--- src/rtl/elevator_pkg.sv ---
// Shared floor codes and door state encoding for the elevator call path and the elevator FSM.
package elevator_pkg;
  localparam int NFLOOR = 4;

  localparam logic [1:0] FLR_A = 2'd0;
  localparam logic [1:0] FLR_B = 2'd1;
  localparam logic [1:0] FLR_C = 2'd2;
  localparam logic [1:0] FLR_D = 2'd3;

  typedef enum logic [1:0] {
    IDLE  = 2'd0,
    OPEN  = 2'd1,
    CLOSE = 2'd2
  } door_state_t;
endpackage

--- src/rtl/btn_edge_det.sv ---
// Rising-edge detector for the call buttons. ELEV_BTN_SYNC_EN adds a 2-flop synchronizer
// ahead of the detector for asynchronous button inputs.
module btn_edge_det
  import elevator_pkg::*;
#(
  parameter int W = NFLOOR
) (
  input  logic         clk,
  input  logic         rst_n,
  input  logic [W-1:0] btn,
  output logic [W-1:0] btn_rise
);
  logic [W-1:0] btn_s;
  logic [W-1:0] btn_q;

`ifdef ELEV_BTN_SYNC_EN
  logic [W-1:0] sync1;
  logic [W-1:0] sync2;

  always_ff @(posedge clk or negedge rst_n) begin
    if (!rst_n) begin
      sync1 <= '0;
      sync2 <= '0;
    end else begin
      sync1 <= btn;
      sync2 <= sync1;
    end
  end

  assign btn_s = sync2;
`else
  assign btn_s = btn;
`endif

  always_ff @(posedge clk or negedge rst_n) begin
    if (!rst_n) btn_q <= '0;
    else        btn_q <= btn_s;
  end

  assign btn_rise = btn_s & ~btn_q;
endmodule

--- src/rtl/elevator_call_latch.sv ---
// Latches floor calls as sticky requests for the elevator FSM and runs the door dwell at the
// served floor. Build option ELEV_BTN_SYNC_EN synchronizes the buttons (see btn_edge_det).
module elevator_call_latch
  import elevator_pkg::*;
#(
  parameter int DWELL_CYCLES = 8,
  parameter int CNT_W        = 8
) (
  input  logic       clk,
  input  logic       rst_n,
  input  logic [3:0] btn,
  input  logic [1:0] floor,
  output logic [3:0] req,
  output logic       door_open,
  output logic       busy
);
  localparam logic [CNT_W-1:0] CNT_LOAD = CNT_W'(DWELL_CYCLES - 1);

  door_state_t       state;
  logic [CNT_W-1:0]  cnt;
  logic [NFLOOR-1:0] pending;
  logic [NFLOOR-1:0] pending_nx;
  logic [NFLOOR-1:0] clr;
  logic [NFLOOR-1:0] rise;
  logic [1:0]        floor_q;
  logic              stable;
  logic              open_go;

  btn_edge_det #(.W(NFLOOR)) u_edge (
    .clk      (clk),
    .rst_n    (rst_n),
    .btn      (btn),
    .btn_rise (rise)
  );

  assign stable  = (floor == floor_q);
  assign open_go = (state == IDLE) && pending[floor] && stable;

  // A dwell that expires normally retires its floor; a rise on the same edge re-arms it.
  always_comb begin
    clr = '0;
    if (state == OPEN && stable && cnt == '0) clr[floor_q] = 1'b1;
    pending_nx = (pending & ~clr) | rise;
  end

  always_ff @(posedge clk or negedge rst_n) begin
    if (!rst_n) begin
      state     <= IDLE;
      cnt       <= '0;
      pending   <= '0;
      floor_q   <= FLR_A;
      door_open <= 1'b0;
      busy      <= 1'b0;
    end else begin
      pending <= pending_nx;
      floor_q <= floor;
      // OPEN always leaves to OPEN or CLOSE, so it is busy next cycle either way.
      busy    <= (|pending_nx) || open_go || (state == OPEN);
      case (state)
        IDLE: if (open_go) begin
          state     <= OPEN;
          cnt       <= CNT_LOAD;
          door_open <= 1'b1;
        end
        OPEN: begin
          if (!stable || cnt == '0) begin
            state     <= CLOSE;
            door_open <= 1'b0;
          end else if (rise[floor_q]) begin
            cnt <= CNT_LOAD;
          end else begin
            cnt <= cnt - CNT_W'(1);
          end
        end
        CLOSE: state <= IDLE;
        default: begin
          state     <= IDLE;
          door_open <= 1'b0;
        end
      endcase
    end
  end

  assign req = pending;
endmodule
--- config.mk ---
export PLATFORM = sky130hd
export DESIGN_NAME = elevator_call_latch
export DESIGN_NICKNAME = d
export VERILOG_FILES = /design/src/rtl/elevator_pkg.sv /design/src/rtl/btn_edge_det.sv /design/src/rtl/elevator_call_latch.sv
export SDC_FILE = /design/constraint.sdc
export NUM_CORES = 1
export LEC_CHECK = 0
export BUFFER_PORTS_ARGS = -buffer_cell sky130_fd_sc_hd__clkbuf_2
export CORE_ASPECT_RATIO = 1.4
export CORE_MARGIN = 2
export CORE_UTILIZATION = 55
export DETAILED_ROUTE_END_ITERATION = 10
export PLACE_DENSITY = 0.86
export SLEW_MARGIN = 20
export SYNTH_ARGS = -nofsm -noshare
export SYNTH_HDL_FRONTEND = slang
export SYNTH_HIERARCHICAL = 1
export SYNTH_SLANG_ARGS = --single-unit
export TNS_END_PERCENT = 50
--- constraint.sdc ---
create_clock -name clk -period 2.5 [get_ports clk]
set_input_delay 0.125 -clock clk [delete_from_list [all_inputs] [get_ports clk]]
set_output_delay 0.125 -clock clk [all_outputs]
set_load 0.005 [all_outputs]
**Yosys cells after proc, flatten, opt, wreduce, memory -nomap -nowiden**

Index checks and enable logic that the tools add are counted.
W data, S select, Z words.

- Register bits: 22
- Word-level logic and storage cells: 56
- Input bits: 8
- Output and inout port bits: 6

- Mux-type cells: 17
- Add/sub/neg operators: 1
- $lt $le $gt $ge: 3
- Eq/ne operators: 6
- Reduce and logical (&&, ||, !) cells: 16
- Bitwise gates (word level): 6

Operator list:

| cell | count |
|---|---|
| $mux W8 | 3 |
| $pmux W8 S2 | 1 |
| $and A4 B4 Y4 | 2 |
| $logic_not A8 Y1 | 1 |
| $not A4 Y4 | 2 |
| $sub A8 B1 Y8 const B | 1 |
| $lt A2 B3 Y1 const B | 2 |
| $reduce_and A3 Y1 | 2 |
| $logic_and A1 B1 Y1 | 5 |
| $mux W1 | 5 |
| $bmux W1 S2 | 2 |
| $mux W2 | 2 |
| $mux W4 | 1 |
| $ne A2 B2 Y1 const B | 2 |
| $or A4 B4 Y4 | 1 |
| $pmux W2 S2 | 1 |
| $reduce_or A4 Y1 | 1 |
| $logic_or A1 B1 Y1 | 3 |
| $pmux W1 S3 | 1 |
| $demux W1 S2 | 1 |
| $eq A2 B1 Y1 const B | 1 |
| $eq A2 B2 Y1 | 1 |
| $eq A2 B2 Y1 const B | 1 |
| $ge A2 B1 Y1 const B | 1 |
| other kinds (6) | 6 |

**Logic depth before layout (Yosys ltp)**

Gate-level depths: netlist of the first run.

- Word-level depth: 11
- Depth in mapped cells: 7
- Depth with buffers taken out: 6

**By module**

The synthesis of the first run kept the hierarchy.

Modules (own cells, without submodules):

| module | cells an instance | area an instance (um^2) | sequential area each (um^2) | instances |
|---|---|---|---|---|
| elevator_call_latch | 96 | 1,078.5 | 450.4 | 1 |
| btn_edge_det | 8 | 155.1 | 100.1 | 1 |

**Worst setup path before layout of the first run**

No wires, ideal clock.

- Path type: register to register
- From: register cnt[0]
- To: register busy
- Arrival time: 1,832 ps
- Data required time: 2,361 ps
- Cell stages (with the launch flop): 7
- Library setup time: 139 ps
- Setup slack: 529 ps
- Clock period less this slack: 1,971 ps
- Cell sequence: dfrtp_1 -> inv_1 -> ha_1 -> nor3b_1 -> nand3_1 -> o32a_1 -> or4_1

- Longest elaborated chain between the ends: 9

RTL lines:

| what | RTL line | RTL |
|---|---|---|
| start, declared | elevator_call_latch.sv:20 | `logic [CNT_W-1:0] cnt;` |
| start signal, assigned | elevator_call_latch.sv:72 | `cnt <= cnt - CNT_W'(1);` |
| $logic_not A8 Y1 | elevator_call_latch.sv:42 | `if (state == OPEN && stable && cnt == '0) clr[floor_q] = 1'b1;` |
| $logic_and A1 B1 Y1 | elevator_call_latch.sv:42 |  |
| $mux W4 | elevator_call_latch.sv:42 |  |
| $not A4 Y4 | elevator_call_latch.sv:43 | `pending_nx = (pending & ~clr) \| rise;` |
| $and A4 B4 Y4 | elevator_call_latch.sv:43 |  |
| $or A4 B4 Y4 | elevator_call_latch.sv:43 |  |
| via pending_nx[0] | elevator_call_latch.sv:22 | `logic [NFLOOR-1:0] pending_nx;` |
| $reduce_or A4 Y1 | elevator_call_latch.sv:58 | `busy <= (\|pending_nx) \|\| open_go \|\| (state == OPEN);` |
| $logic_or A1 B1 Y1 (2 in series) | elevator_call_latch.sv:58 |  |
| end signal, assigned | elevator_call_latch.sv:58 |  |
| end, declared | elevator_call_latch.sv:15 | `output logic busy` |

The timed path passes the listed nets, and every way through them passes these cells.
A chain may end at the register's enable or synchronous reset.

**Worst setup path after layout of the first run**

Ends and elaborated chain as after synthesis.

==> results of run 1 <==
==> cell families after synthesis <==
| logic type | count (synthesis) |
|---|---|
| AOI/OAI and AO/OA | 21 |
| xor gates and xnor gates | 2 |
| adders and majority gates | 2 |
| buffers and inverters | 7 |
| DFF | 22 |
| muxes | 7 |
| and+or+nand+nor | 43 |
==> layout by cell type (no fill, tap or decap), types with 2 or more instances in the layout <==
cell           instances
a22o_1                 2
ha_1                   2
nor3_1                 3
nand3_1                4
mux2i_1                6
clkbuf_4               3
or4_1                  3
a22oi_1                2
nor2b_4                4
clkbuf_2              13
inv_1                  3
nor3b_1                2
nor2_1                 6
and2_1                 3
dlygate4sd3_1          5
a32o_1                 3
o2111ai_1              4
dfrtp_1               22
buf_4                  2
nor2b_1                5
==> sequential cells by signal, summed over array words and instances (netlist names) <==
| register | cells |
|---|---|
| busy | 1 |
| cnt | 8 |
| door_open | 1 |
| floor_q | 2 |
| req | 4 |
| state | 2 |
| u_edge/btn_q | 4 |
==> worst max-delay path, cell delays in order, from the launching register on <==
cell,delay [ns]
dfrtp_1,0.43
inv_1,0.10
ha_1,0.14
nor3b_1,0.38
nand3_1,0.18
o32a_1,0.37
or4_1,0.46
==> report_power, final <==
part | switching (mW) | internal [mW] | total [mW]
sequential | 0.0248 | 0.377 | 0.402
clock | 0.111 | 0.162 | 0.273
combinational | 0.0617 | 0.0607 | 0.122
total | 0.197 | 0.599 | 0.797
==> per-stage QoR <==
stage	area, sq um	hold WS, ns	instances
after floorplan	1230	-0.171	104
after global placement	1320	0.124	137
after detailed placement	1320	0.129	137
after CTS	1420	0.0165	146
after global routing	1420	0.0210	146
final	1420	0.0215	146
==> worst paths after layout <==
kind,end,slack [ns]
worst min register to register,cnt[0]$_DFFE_PN0P_,0.53
max in group asynchronous,cnt[3]$_DFFE_PN0P_,1.81
worst max register to register,busy$_DFF_PN0_,0.32
worst max-delay path,busy$_DFF_PN0_,0.32
worst min-delay path,floor_q[0]$_DFF_PN0_,0.02
min in group asynchronous,floor_q[0]$_DFF_PN0_,0.32
==> cell type report <==
class / count / share of cell area
Multi-Input combinational cell: 75 / 0.455
Sequential cell: 22 / 0.388
Timing Repair Buffer: 20 / 0.0918
Clock inverter: 1 / 0.0212
Tap cell: 22 / 0.0194
Clock buffer: 3 / 0.0159
Inverter: 3 / 0.00794
==> routing by layer <==
layer,global-route usage,up-vias,part of all wire
li1,-,443,-
met1,0.238,446,0.40
met2,0.395,24,0.55
met3,0.0423,6,0.034
met4,0.0866,0,0.015
met5,0,-,0
==> out/qor.yml, run 1 <==
wl_um: 2460
synth_seq_cells: 22
holdPathStages: 1
die_area_sq_um: 2640
cts-htree-levels: 1
wl_per_cell_um: 16.8
tritoncts.num_buffers: 3
first_pass_iters: 4
synth_fa_ha_area_frac: 0.0203
drtIter0Drc: 22
tightest_slew_ns: 0.629
worstSkewPairLatency_ns: 0.31
synth.distinct_cells: 44
vias: 919
syn_area_sq_um: 1230
clock_path_buffers: 2
seq_area_sq_um: 551
slew_headroom: 0.581
timing.rr.start: "cnt[0]$_DFFE_PN0P_"
async_reset_ff_frac: 1.00
power_mw: 0.797
dpl.hpwl_um: 1760
max_freq_mhz: 459
ys_seq_area_frac: 0.446
post-cts-setup-buffer-count: 0
r2r_cells: 6
synthSimpleGateAreaFrac: 0.272
yosysTopAreaCell: "dfrtp_1"
crit_path_start: "cnt[0]$_DFFE_PN0P_"
holdBufCountCts: 5
gp_congestion: 0.868
grt_util_all_layers: 0.216
ios: 14
worst_slack_ns: 0.323
viasPerCell: 6.29
synth_mux_area_frac: 0.0669
synth_top_family_by_area: "simple AND/OR/NAND/NOR gates"
drive_above_1_share: 0.250
min_path_type: "primary input to flip-flop"
cts_resized: 0
postLayoutCoreUtil: 0.659
antenna_cells: 0
crit_arrival_ns: 2.37
synth-edff-count: 0
maxCapViolCount: 0
cts_sinks: 22
cts_tree: "done"
grt_overflow: 0
synthTopCellsByArea: "dfrtp_1 45%, mux2i_1 4.9%, nor2b_4 4.5%, o2111ai_1 2.8%, nor2b_1 2.5%"
avgSynthCellArea_sq_um: 11.9
setup_tns_ns: 0
die_h_um: 60.0
grt_max_degree: 23
areaGrowthSynthToFinish_pct: 14.9
multiInputGateArea_sq_um: 646
crit_fanout: 4
post-route-drc-count: 0
period_share: 0.871
synthFlopType: "dfrtp_1"
setup_violations: 0
clock_skew_ns: 0.00836
root_buffer: "clkbuf_4"
drv_slew: 0
synth_compound_area_frac: 0.144
yosysMostFrequentCell: "dfrtp_1"
ant_nets: 0
synth-warning-count: 6
synthTopCellsByCount: "22 x dfrtp_1, 6 x mux2i_1, 6 x nor2_1"
period_needed_ns: 2.18
p_per_area_nw_per_um2: 562
hold_violations: 0
grt_pass1_wl_um: 4190
netlist_instances: 104
worst_setup_path_start_kind: "flip-flop"
io_buffers: 13
initial_utilization: 0.573
dpl_worst_slack_ns: 0.381
fillCellCount: 159
antenna_found_initial: 0
path_clk_slew_ns: 0.13
endpoint_kind: "flip-flop"
grt_pass1_vias: 937
synth_nets: 114
nNetsFinal: 135
core_area_sq_um: 2150
p_leak_nw: 0.618
num_rows: 20
setup.worst_path.class: "flip-flop to flip-flop"
synth-xor-area-share: 0.0203
cp.required_ns: 2.69
dieWidth_um: 44.0
rsz0062_at_grt: "false"
status: "complete, no violations"
post-synth-top-area-fraction: 0.446
min-delay-start: "floor[0]"
ir_worst_vdd_mv: 0.340
(Power assumes the default switching activity.)
==> inputs of run 2 (changes only) <==
--- a/config.mk
+++ b/config.mk
@@ -8,3 +8,2 @@
 export BUFFER_PORTS_ARGS = -buffer_cell sky130_fd_sc_hd__clkbuf_2
-export CORE_ASPECT_RATIO = 1.4
 export CORE_MARGIN = 2
==> constraint.sdc (replaced) <==
create_clock -name clk -period 2.5 [get_ports clk]
set_input_delay 0.5 -clock clk [delete_from_list [all_inputs] [get_ports clk]]
set_output_delay 0.5 -clock clk [all_outputs]
set_load 0.005 [all_outputs]
==> run 2 against run 1 <==
Compared with the run above: first-iteration DRC count decreased by 14%; count of clock-buffer cells in the layout unchanged; register-to-register slack improved by 0.13 ns; global-route usage decreased by 0.33 points; total power decreased by 15%; sequential power about the same; combinational power decreased by 6%; clock skew decreased by 0.0021 ns; sequential share of layout area increased by 1.2 points; die area decreased by 0.20%; sequential cell count unchanged; clock power decreased by 43%; critical path type unchanged; largest cell class unchanged; largest power group unchanged; highest routed layer unchanged.
==> out/qor.yml, run 2 (same netlist as run 1, synthesis figures left out) <==
status: "complete, no violations"
initial_utilization: 0.569  # -0.00463
mostFrequentLayoutCell: "dfrtp_1"
wl_per_cell_um: 16.1  # -4.6%
areaGrowthSynthToFinish_pct: 11.5
post-cts-setup-buffer-count: 0  # unchanged
r2r-end: "busy$_DFF_PN0_"
antenna_cells: 0  # unchanged
hold_violations: 0  # unchanged
die_area_sq_um: 2640  # -0.20%
place_inst: 147  # +7.3%
timing.rr.start: "cnt[0]$_DFFE_PN0P_"
grt_overflow: 0  # unchanged
min_path_type: "primary input to asynchronous set/reset pin"
wl_um: 2410  # -2.0%
layout_common_cells: "22 x dfrtp_1, 13 x clkbuf_2, 6 x nor2_1, 6 x mux2i_1, 6 x buf_4"
p_per_area_nw_per_um2: 490  # -13%
dieWidth_um: 51.4  # +17%
grt_util_all_layers: 0.212  # -0.00326
crit_arrival_ns: 2.24  # -0.13 ns
worstSkewPairLatency_ns: 0.31  # about the same
setup_tns_ns: 0  # unchanged
rsz0062_at_grt: "false"
tritoncts.num_buffers: 3  # unchanged
r2r_cells: 7  # +1
endpoint_kind: "flip-flop"
whs_ns: 0.149  # +0.127 ns
max_freq_mhz: 488  # +6.1%
dpl_cell_area_sq_um: 1350  # +2.9%
drv_slew: 0  # unchanged
setup_violations: 0  # unchanged
ios: 14  # unchanged
cp_slowest_cell: "or4_1"
num_rows: 17  # -15%
period_needed_ns: 2.05  # -0.126 ns
tightest_slew_ns: 0.533  # -0.0956 ns
root_buffer: "clkbuf_4"
die_h_um: 51.4  # -14%
regMostFlops: "cnt"
cts_tree: "done"
grt_max_degree: 23  # unchanged
worst_setup_path_start_kind: "flip-flop"
r2r_slack_ns: 0.45  # +0.13 ns
post-route-drc-count: 0  # unchanged
p_leak_nw: 0.601  # -2.8%
viasPerCell: 6.15  # -2.3%
first_pass_iters: 4  # unchanged
ant_nets: 0  # unchanged
cts_resized: 0  # unchanged
drive_above_1_share: 0.279  # +0.0287
ir_worst_vdd_mv: 0.456  # +34%
slew_headroom: 0.645  # +0.0638
io_buffers: 13  # unchanged
final_cell_count_no_fill: 150  # +2.7%
grt_pass1_vias: 922  # -1.6%
antenna_found_initial: 0  # unchanged
grt_pass1_wl_um: 4160  # -0.67%
clock_path_buffers: 2  # unchanged
crit_fanout: 4  # unchanged
core_area_sq_um: 2170  # +0.81%
vias: 922  # +0.33%
dpl.hpwl_um: 1890  # +7.6%
setup.worst_path.class: "flip-flop to flip-flop"
path_clk_slew_ns: 0.11  # -0.02 ns
holdBufCountCts: 0  # -5
nNetsFinal: 134  # -0.74%
fin_area_sq_um: 1380  # -3.0%
crit_chain: "inv_1 > ha_1 > nor3b_1 > buf_4 > nand3_1 > o32a_1 > or4_1"
cts_sinks: 22  # unchanged
period_share: 0.821  # -0.0504
largest_reg_flops: 8  # unchanged
gp_congestion: 0.885  # +2.0%
max_stage_delay_ns: 0.46  # about the same
maxCapViolCount: 0  # unchanged
cp.required_ns: 2.68  # about the same
postLayoutCoreUtil: 0.634  # -0.0249
cts-htree-levels: 1  # unchanged
clock_skew_ns: 0.00627  # -0.00209 ns
drtIter0Drc: 19  # -14%
run 2: worst max-delay path by stage:
stage	cells after the start	endpoint	slack, ns	startpoint
6_report	7	busy$_DFF_PN0_	0.45	cnt[0]$_DFFE_PN0P_
5_1_grt	7	busy$_DFF_PN0_	0.32	cnt[0]$_DFFE_PN0P_
4_1_cts	7	busy$_DFF_PN0_	0.46	cnt[0]$_DFFE_PN0P_
3_5_place_dp	5	busy$_DFF_PN0_	0.22	floor[0]
3_3_place_gp	5	busy$_DFF_PN0_	0.26	floor[0]
2_1_floorplan	4	busy$_DFF_PN0_	0.50	floor[0]
run 2: stage by stage:
stage          worst slack [ns]  power (mW)
2_1_floorplan             0.498       0.483
3_3_place_gp              0.265       0.521
3_5_place_dp              0.216       0.525
4_1_cts                   0.457       0.675
5_1_grt                   0.319       0.700
6_report                  0.449       0.674
run 2: critical path: cells and delay by family (launching register included):
kind | cells | cell delay [ns]
compound gates | 1 | 0.37
fa+ha+maj | 1 | 0.14
flops | 1 | 0.43
buf+inv | 2 | 0.24
simple gates | 3 | 0.74
run 2: cell type report:
type	instances	area, sq um
inverters	3	11.3
multi-input cells	75	646
repair buffers	19	110
fillers	171	795
flip-flops and latches	22	551
well taps	28	35.0
clock buffers	3	22.5
run 2: routing by layer:
metal / routed length, um / vias up / track usage
met3: 61 / 7 / 0.0175
met1: 1120 / 452 / 0.290
met2: 1180 / 23 / 0.344
li1: - / 440 / -
met5: 0 / - / 0
met4: 57 / 0 / 0.0965
run 2: where the power goes:
| group | internal [mW] | switching [mW] | total (mW) |
|---|---|---|---|
| clock network | 0.0563 | 0.0989 | 0.155 |
| logic | 0.0554 | 0.0594 | 0.115 |
| registers | 0.377 | 0.0271 | 0.404 |
